## src/rtl/psum_accum_16.sv

```systemverilog
// rtl/psum_accum_16.sv - partial-sum accumulator with a 16-entry scratchpad and a 2-entry result FIFO
// The scratchpad read is combinational so back-to-back beats to one entry see the updated value.
module psum_accum_16 #(
   parameter int DATA_W = 16,
   parameter int DEPTH  = 16,
   parameter int ADDR_W = 4
) (
   input  logic              CLK,
   input  logic              RST,
   input  logic              prod_valid,
   output logic              prod_ready,
   input  logic [DATA_W-1:0] prod,
   input  logic [ADDR_W-1:0] prod_addr,
   input  logic              prod_first,
   input  logic              prod_last,
   output logic              out_valid,
   input  logic              out_ready,
   output logic [DATA_W-1:0] out_data,
   output logic [ADDR_W-1:0] out_addr,
   output logic [15:0]       done_count
);

   logic [DATA_W-1:0] r_spad [DEPTH];
   logic [DATA_W-1:0] r_fifo_data [2];
   logic [ADDR_W-1:0] r_fifo_addr [2];
   logic              r_wr_ptr;
   logic              r_rd_ptr;
   logic [1:0]        r_count;
   logic [15:0]       r_done_count;

   logic              w_xfer;
   logic              w_push;
   logic              w_pop;
   logic [DATA_W-1:0] w_sum;

   // Readiness depends only on registered occupancy, never on prod_valid.
   assign prod_ready = (r_count < 2'd2);
   assign w_xfer     = prod_valid && prod_ready;
   assign w_push     = w_xfer && prod_last;
   assign out_valid  = (r_count != 2'd0);
   assign w_pop      = out_valid && out_ready;
   assign w_sum      = prod_first ? prod : (r_spad[prod_addr] + prod);

   assign out_data   = r_fifo_data[r_rd_ptr];
   assign out_addr   = r_fifo_addr[r_rd_ptr];
   assign done_count = r_done_count;

   always_ff @(posedge CLK or posedge RST) begin
      if (RST) begin
         for (int i = 0; i < DEPTH; i++) begin
            r_spad[i] <= '0;
         end
      end else if (w_xfer) begin
         r_spad[prod_addr] <= w_sum;
      end
   end

   always_ff @(posedge CLK or posedge RST) begin
      if (RST) begin
         r_fifo_data[0] <= '0;
         r_fifo_data[1] <= '0;
         r_fifo_addr[0] <= '0;
         r_fifo_addr[1] <= '0;
         r_wr_ptr       <= 1'b0;
         r_rd_ptr       <= 1'b0;
         r_count        <= 2'd0;
         r_done_count   <= 16'd0;
      end else begin
         if (w_push) begin
            r_fifo_data[r_wr_ptr] <= w_sum;
            r_fifo_addr[r_wr_ptr] <= prod_addr;
            r_wr_ptr              <= ~r_wr_ptr;
            r_done_count          <= r_done_count + 16'd1;
         end
         if (w_pop) begin
            r_rd_ptr <= ~r_rd_ptr;
         end
         case ({w_push, w_pop})
            2'b10:   r_count <= r_count + 2'd1;
            2'b01:   r_count <= r_count - 2'd1;
            default: r_count <= r_count;
         endcase
      end
   end

endmodule

```

## config.mk

```make
export PLATFORM = sky130hd
export DESIGN_NAME = psum_accum_16
export DESIGN_NICKNAME = d
export VERILOG_FILES = /design/src/rtl/psum_accum_16.sv
export SDC_FILE = /design/constraint.sdc
export NUM_CORES = 1
export LEC_CHECK = 0
export ABC_AREA = 1
export BUFFER_PORTS_ARGS = -buffer_cell sky130_fd_sc_hd__buf_2
export CAP_MARGIN = 20
export CORE_ASPECT_RATIO = 0.75
export CORE_MARGIN = 5
export CORE_UTILIZATION = 57
export CTS_BUF_LIST = sky130_fd_sc_hd__clkbuf_8
export DETAILED_ROUTE_END_ITERATION = 8
export PLACE_DENSITY = 0.86
export SYNTH_ARGS = -nofsm -noshare
export SYNTH_HDL_FRONTEND = slang
export SYNTH_SLANG_ARGS = --single-unit
```

## constraint.sdc

```tcl
create_clock -name CLK -period 11.3 [get_ports CLK]
set_clock_uncertainty 0.05 [all_clocks]
set_input_delay 2.26 -clock CLK [delete_from_list [all_inputs] [get_ports CLK]]
set_output_delay 2.26 -clock CLK [all_outputs]
set_load 0.01 [all_outputs]
```

# --- Yosys cells after proc, flatten, opt, wreduce, memory -nomap -nowiden ---
# Cells that the tools add are included.
word_totals:
  register_bits: 316
  latch_bits: 0
  ramBits: 0
  rom_bits: 0
  input_bits: 26
  out_inout_bits: 38
  elab_cells: 68
  n_memories: 0
classes:
  n_addsub: 4
  n_mul: 0
  n_div: 0
  magnitude_cmp: 6
  n_eq_ne: 2
  shift: 0
  mux: 20
  bitwise: 5
  reduce_logical: 7
op_table:
  columns: ["operator", "n"]
  rows:
  - ["256-bit bitwise mux", 1]
  - ["16-bit two-way mux", 8]
  - ["16-bit binary-select mux with 4-bit select", 1]
  - ["16-bit demux with 4-bit select", 1]
  - ["32-bit bitwise mux", 1]
  - ["16-bit by 1-bit adder with 16-bit output (second input constant)", 1]
  - ["16-bit adder", 1]
  - ["16-bit demux with 1-bit select", 1]
  - ["4-bit two-way mux", 4]
  - ["8-bit bitwise mux", 1]
  - ["5-bit greater-or-equal comparator (second input constant)", 1]
  - ["1-bit logical AND", 5]
  - ["5-bit by 1-bit less-than comparator with 1-bit output (second input constant)", 1]
  - ["4-bit NOT with 5-bit output", 1]
  - ["4-bit demux with 1-bit select", 1]
  - ["2-bit greater-or-equal comparator (second input constant)", 2]
  - ["1-bit NOT with 2-bit output", 2]
  - ["2-bit case mux with 2 select lines", 1]
  - ["2-bit nonzero test", 2]
  - ["2-bit by 1-bit adder with 2-bit output (second input constant)", 1]
  - ["2-bit by 1-bit equality test with 1-bit output (second input constant)", 1]
  - ["2-bit equality test (second input constant)", 1]
  - ["2-bit by 1-bit less-than comparator with 1-bit output (second input constant)", 1]
  - ["2-bit less-than comparator (second input constant)", 1]
  - ["other kinds (2)", 3]

# --- Longest topological paths before layout ---
depth:
  word_depth: 7
  ltp_mapped: 23
  ltp_nobuf: 20

# --- Least setup slack after synthesis ---
# Ideal clock, no wire load.
synth_timing:
  kind: "input -> register"
  from: "input prod_addr[0]"
  to: "register r_spad[154] (netlist name)"
  setup_time_ps: 130
  arrival_time_ps: 4901
  t_required_ps: 11120
  setup_slack_ps: 6219
  stages: 21
  path_buffers: 3
  path_cell_list: "buf_4 nor2_4 clkbuf_1 a22oi_1 o221ai_1 nand2_1 nand4_1 ha_1 inv_1 fa_1 inv_1 nand3_1 nand2_1 inv_1 o21ai_2 nand2_1 nand3_1 nand3_1 nand2_1 clkbuf_1 o21ai_0"
synth_between:
  elab_chain_cells: 7
  word_cells_on_any_way: 12
  cone_classes: "1 x add/sub; 2 x order compare; 7 x mux; 1 x bitwise; 1 x reduce/logical"
synth_lines:
  columns: ["element", "line_no", "source"]
  rows:
  - ["start: declaration", "13", "input logic [ADDR_W-1:0] prod_addr,"]
  - ["4-bit NOT with 5-bit output (implied by the code) (*)", "42, 54", null]
  - ["16-bit binary-select mux with 4-bit select", "42", "assign w_sum = prod_first ? prod : (r_spad[prod_addr] + prod);"]
  - ["16-bit two-way mux (implied by the code) (2 in a row)", "42", null]
  - ["16-bit adder", "42", null]
  - ["16-bit two-way mux", "42", null]
  - ["256-bit bitwise mux (*)", "54", "r_spad[prod_addr] <= w_sum;"]
  - ["end signal: indexed assignment", "54", null]
  - ["end: declaration", "23", "logic [DATA_W-1:0] r_spad [DEPTH];"]
# Every way passes the cells marked *; elsewhere a longest branch is shown, timed or not. The select of a mux whose other input is x is not followed.
# A chain may end at the register's enable or synchronous reset.

# --- Final worst setup path ---
layout_timing:
  from: "input prod_addr[0]"
  to: "register r_spad[183] (netlist name)"
# The elaborated chain is that of the path after synthesis.

==> flow_metrics.env <==
export IMPL_final_area_um2=16500
export IMPL_drc=0
export IMPL_rr_endpoint="r_spad[136]"
export IMPL_cts_buffers=49
export IMPL_clock_root_buffer="clkbuf_8"
export IMPL_holdCritPathClass="flop to flop"
export IMPL_die_area_um2=29700
export IMPL_clock_path_buffers=3
export IMPL_critPathBufInv=6
export IMPL_fin_nets=1938
export IMPL_syn_area_per_cell_um2=8.10
export IMPL_cp_cell_sequence="buf_2 -> buf_4 -> inv_2 -> nor2_4 -> buf_4 -> a22oi_1 -> o211ai_1 -> nand2_1 -> nand4_1 -> ha_1 -> or2_1 -> nand3_1 -> nand2_1 -> inv_2 -> nor2_1 -> o31ai_4 -> inv_1 -> o21ai_0"
export IMPL_path_class="input port to flop"
export IMPL_synth_xor_area_share=0.0111
export IMPL_rrSetupSlack_ps=7710
export IMPL_io_pins=64
export IMPL_cts_tree="yes"
export IMPL_postCtsSetupRepairBufs=0
export IMPL_insertion_delay_ps=590
export IMPL_drtPass1Iterations=6
export IMPL_drv_slew=0
export IMPL_wirelength_um=43900
export IMPL_drive_above_1_share=0.104
export IMPL_p_per_area_nw_per_um2=248
export IMPL_synth_nets=1898
export IMPL_arrival_ps=6850
export IMPL_worstSetupEndpointType="flop"
export IMPL_setup_tns_ps=0
export IMPL_cp_max_fo=45
export IMPL_postRouteAntennaNets=0
export IMPL_avgRoutedWirePerCell_um=19.4
export IMPL_worstReg2RegStart="r_spad[183]"
export IMPL_num_vias=13500
export IMPL_rsz0062_at_grt="false"
export IMPL_yosysTopAreaCell="dfrtp_1"
export IMPL_ctsResizeCount=0
export IMPL_synth_top_area_frac=0.526
export IMPL_place_port_buffers=63
export IMPL_timing_slew_headroom=0.272
export IMPL_core_area_um2=26000
export IMPL_min_delay_start="done_count[15]"
export IMPL_placed_area_um2=15500
export IMPL_finalSetupViolations=0
export IMPL_required_ps=11720
export IMPL_fmax_ghz=0.155
export IMPL_netlist_instances=1854
export IMPL_crit_family="buffers and inverters"
export IMPL_synth_top_family_by_area="simple AND/OR/NAND/NOR gates"
export IMPL_dpl_hpwl_um=27800
export IMPL_yosysUniqueCellTypes=38
export IMPL_max_cap_violations=0
export IMPL_syn_cell_area_um2=15000
export IMPL_critPathMaxStageDelay_ps=600
export IMPL_fin_crit_sh=0.569
export IMPL_synth_simple_area_share=0.256
export IMPL_grt_pass1_vias=12800
export IMPL_hold_viol_final=0
export IMPL_ys_top_cells_by_area="dfrtp_1, nand2_1, o21ai_0"
export IMPL_viasPerCell=5.97
export IMPL_min_to="done_count[15]"
export IMPL_status="completed"
export IMPL_tightestPinTransition_ps=1090
export IMPL_slowest_stage="buf_4"
export IMPL_place_gp_congestion=0.943
export IMPL_dieWidth_um=197
export IMPL_initialDrtViolationCount=1854
export IMPL_ys_seq_elements=316
export IMPL_fin_hold_ws_ps=414
export IMPL_ys_seq_area_frac=0.526
export IMPL_ir_drop_uv=148
export IMPL_groute_usage_overall=0.295
export IMPL_yosys_area_share_adder=0.0155
export IMPL_synth_mux_area_frac=0
export IMPL_die_h_um=151
export IMPL_grt_max_degree=170
export IMPL_synth_compound_area_frac=0.128
export IMPL_area_growth_pct=9.66
export IMPL_grt_ovfl_total=0
export IMPL_cts_clk_slew_worst_paths_ps=60
export IMPL_clock_sinks=316
export IMPL_cts_max_level=2
export IMPL_cts_hold_buf=0
export IMPL_rows=51
export IMPL_start_util=0.579
export IMPL_grt_pass1_wl_um=69200
export IMPL_utilization=0.634
export IMPL_r2r_cells=12
export IMPL_synth_warnings=0
export IMPL_power_leakage_nw=8.37
export IMPL_fin_crit_ps=6430
export IMPL_holdPathStages=1
export IMPL_antenna_found_initial=1
export IMPL_p_total_mw=4.08
export IMPL_start_kind="input port"
==> cells by family after synthesis <==
kind of cell,count (synthesis)
AO/OA/AOI/OAI,321
XOR/XNOR,19
adder cells (fa/ha/maj),18
buffers and inverters,239
flip-flops,316
AND/OR/NAND/NOR,941
==> worst reg2reg max path, cell delays in order, from the launching register on <==
cell and delay, ps:
dfrtp_1 380, a22oi_1 240, o221ai_1 180, nand2_1 100
nand4_1 320, ha_1 510, nand2_1 120, o21ai_0 280
a21oi_1 110, xor2_1 160, o21ai_2 780, nand2_1 150
o21ai_0 130
==> cell type report <==
type                    instances  area, um2
well taps                     344        430
multi-input cells            1299       6180
clock buffers                  57        785
inverters                     142        541
fillers                      2150       9500
flip-flops and latches        316       7910
repair buffers                 86        520
diodes                          2       5.00
clock inverters                18        109
==> state kept, by name, summed over array words and instances (netlist names) <==
name and flops:
r_count 2, r_fifo_data 32, r_wr_ptr 1, r_fifo_addr 8
done_count 16, r_spad 256, r_rd_ptr 1
==> layer usage <==
layer / up-vias / part of all wire / GRT usage
met3: 145 / 0.15 / 0.115
met5: - / 0.00030 / 0
met4: 2 / 0.034 / 0.0946
met1: 6341 / 0.40 / 0.416
met2: 931 / 0.42 / 0.423
li1: 6095 / - / -
==> synth_stat cells, drive strengths merged <==
cell	n
ha	17
o221ai	28
or2	8
a21o	1
xor2	11
nor3	3
clkbuf	67
nor4	1
nand4	21
and2	1
dfrtp	316
a31oi	13
inv	138
o31ai	1
o21bai	2
a22oi	60
fa	1
nor2	60
o211ai	6
clkinv	4
o21ai	198
nand3	102
nand2	745
xnor2	8
a21oi	12
buf	30
==> power by group <==
group	total [mW]	switching (mW)	internal, mW	leakage [nW]
Clock	0.912	0.437	0.475	0.506
Sequential	1.90	0.274	1.63	3.98
Combinational	1.27	0.816	0.454	3.89
==> layout by cell type (no fill, tap or decap), types with 13 or more instances in the layout <==
cell      instances
ha_1             17
o21ai_1          19
inv_2            13
clkbuf_8         57
nor2_1           40
nand3_1         101
o221ai_1         28
buf_2            63
a31oi_1          13
buf_4            21
nand4_1          21
inv_1           137
a22oi_1          60
nand2_1         741
dfrtp_1         316
o21ai_0         176
==> how the worst max path moves through the flow <==
stage,from,end,slack (ps),depth (start not counted)
final,prod_addr[0],r_spad[183],4870,18
after detailed placement,prod_addr[0],r_spad[138],4420,23
after global placement,prod_addr[0],r_spad[60],4630,20
after CTS,prod_addr[0],r_spad[138],5010,23
after floorplan,RST,done_count[0],250,1
after global routing,prod_addr[0],r_spad[106],4530,23
==> stage by stage <==
stage,worst slack [ps],std cells
finish,4870,2264
global placement,4630,2184
detailed placement,4420,2184
global route,4530,2262
CTS,5010,2259
floorplan,247,1854
(Power assumes the default switching activity.)
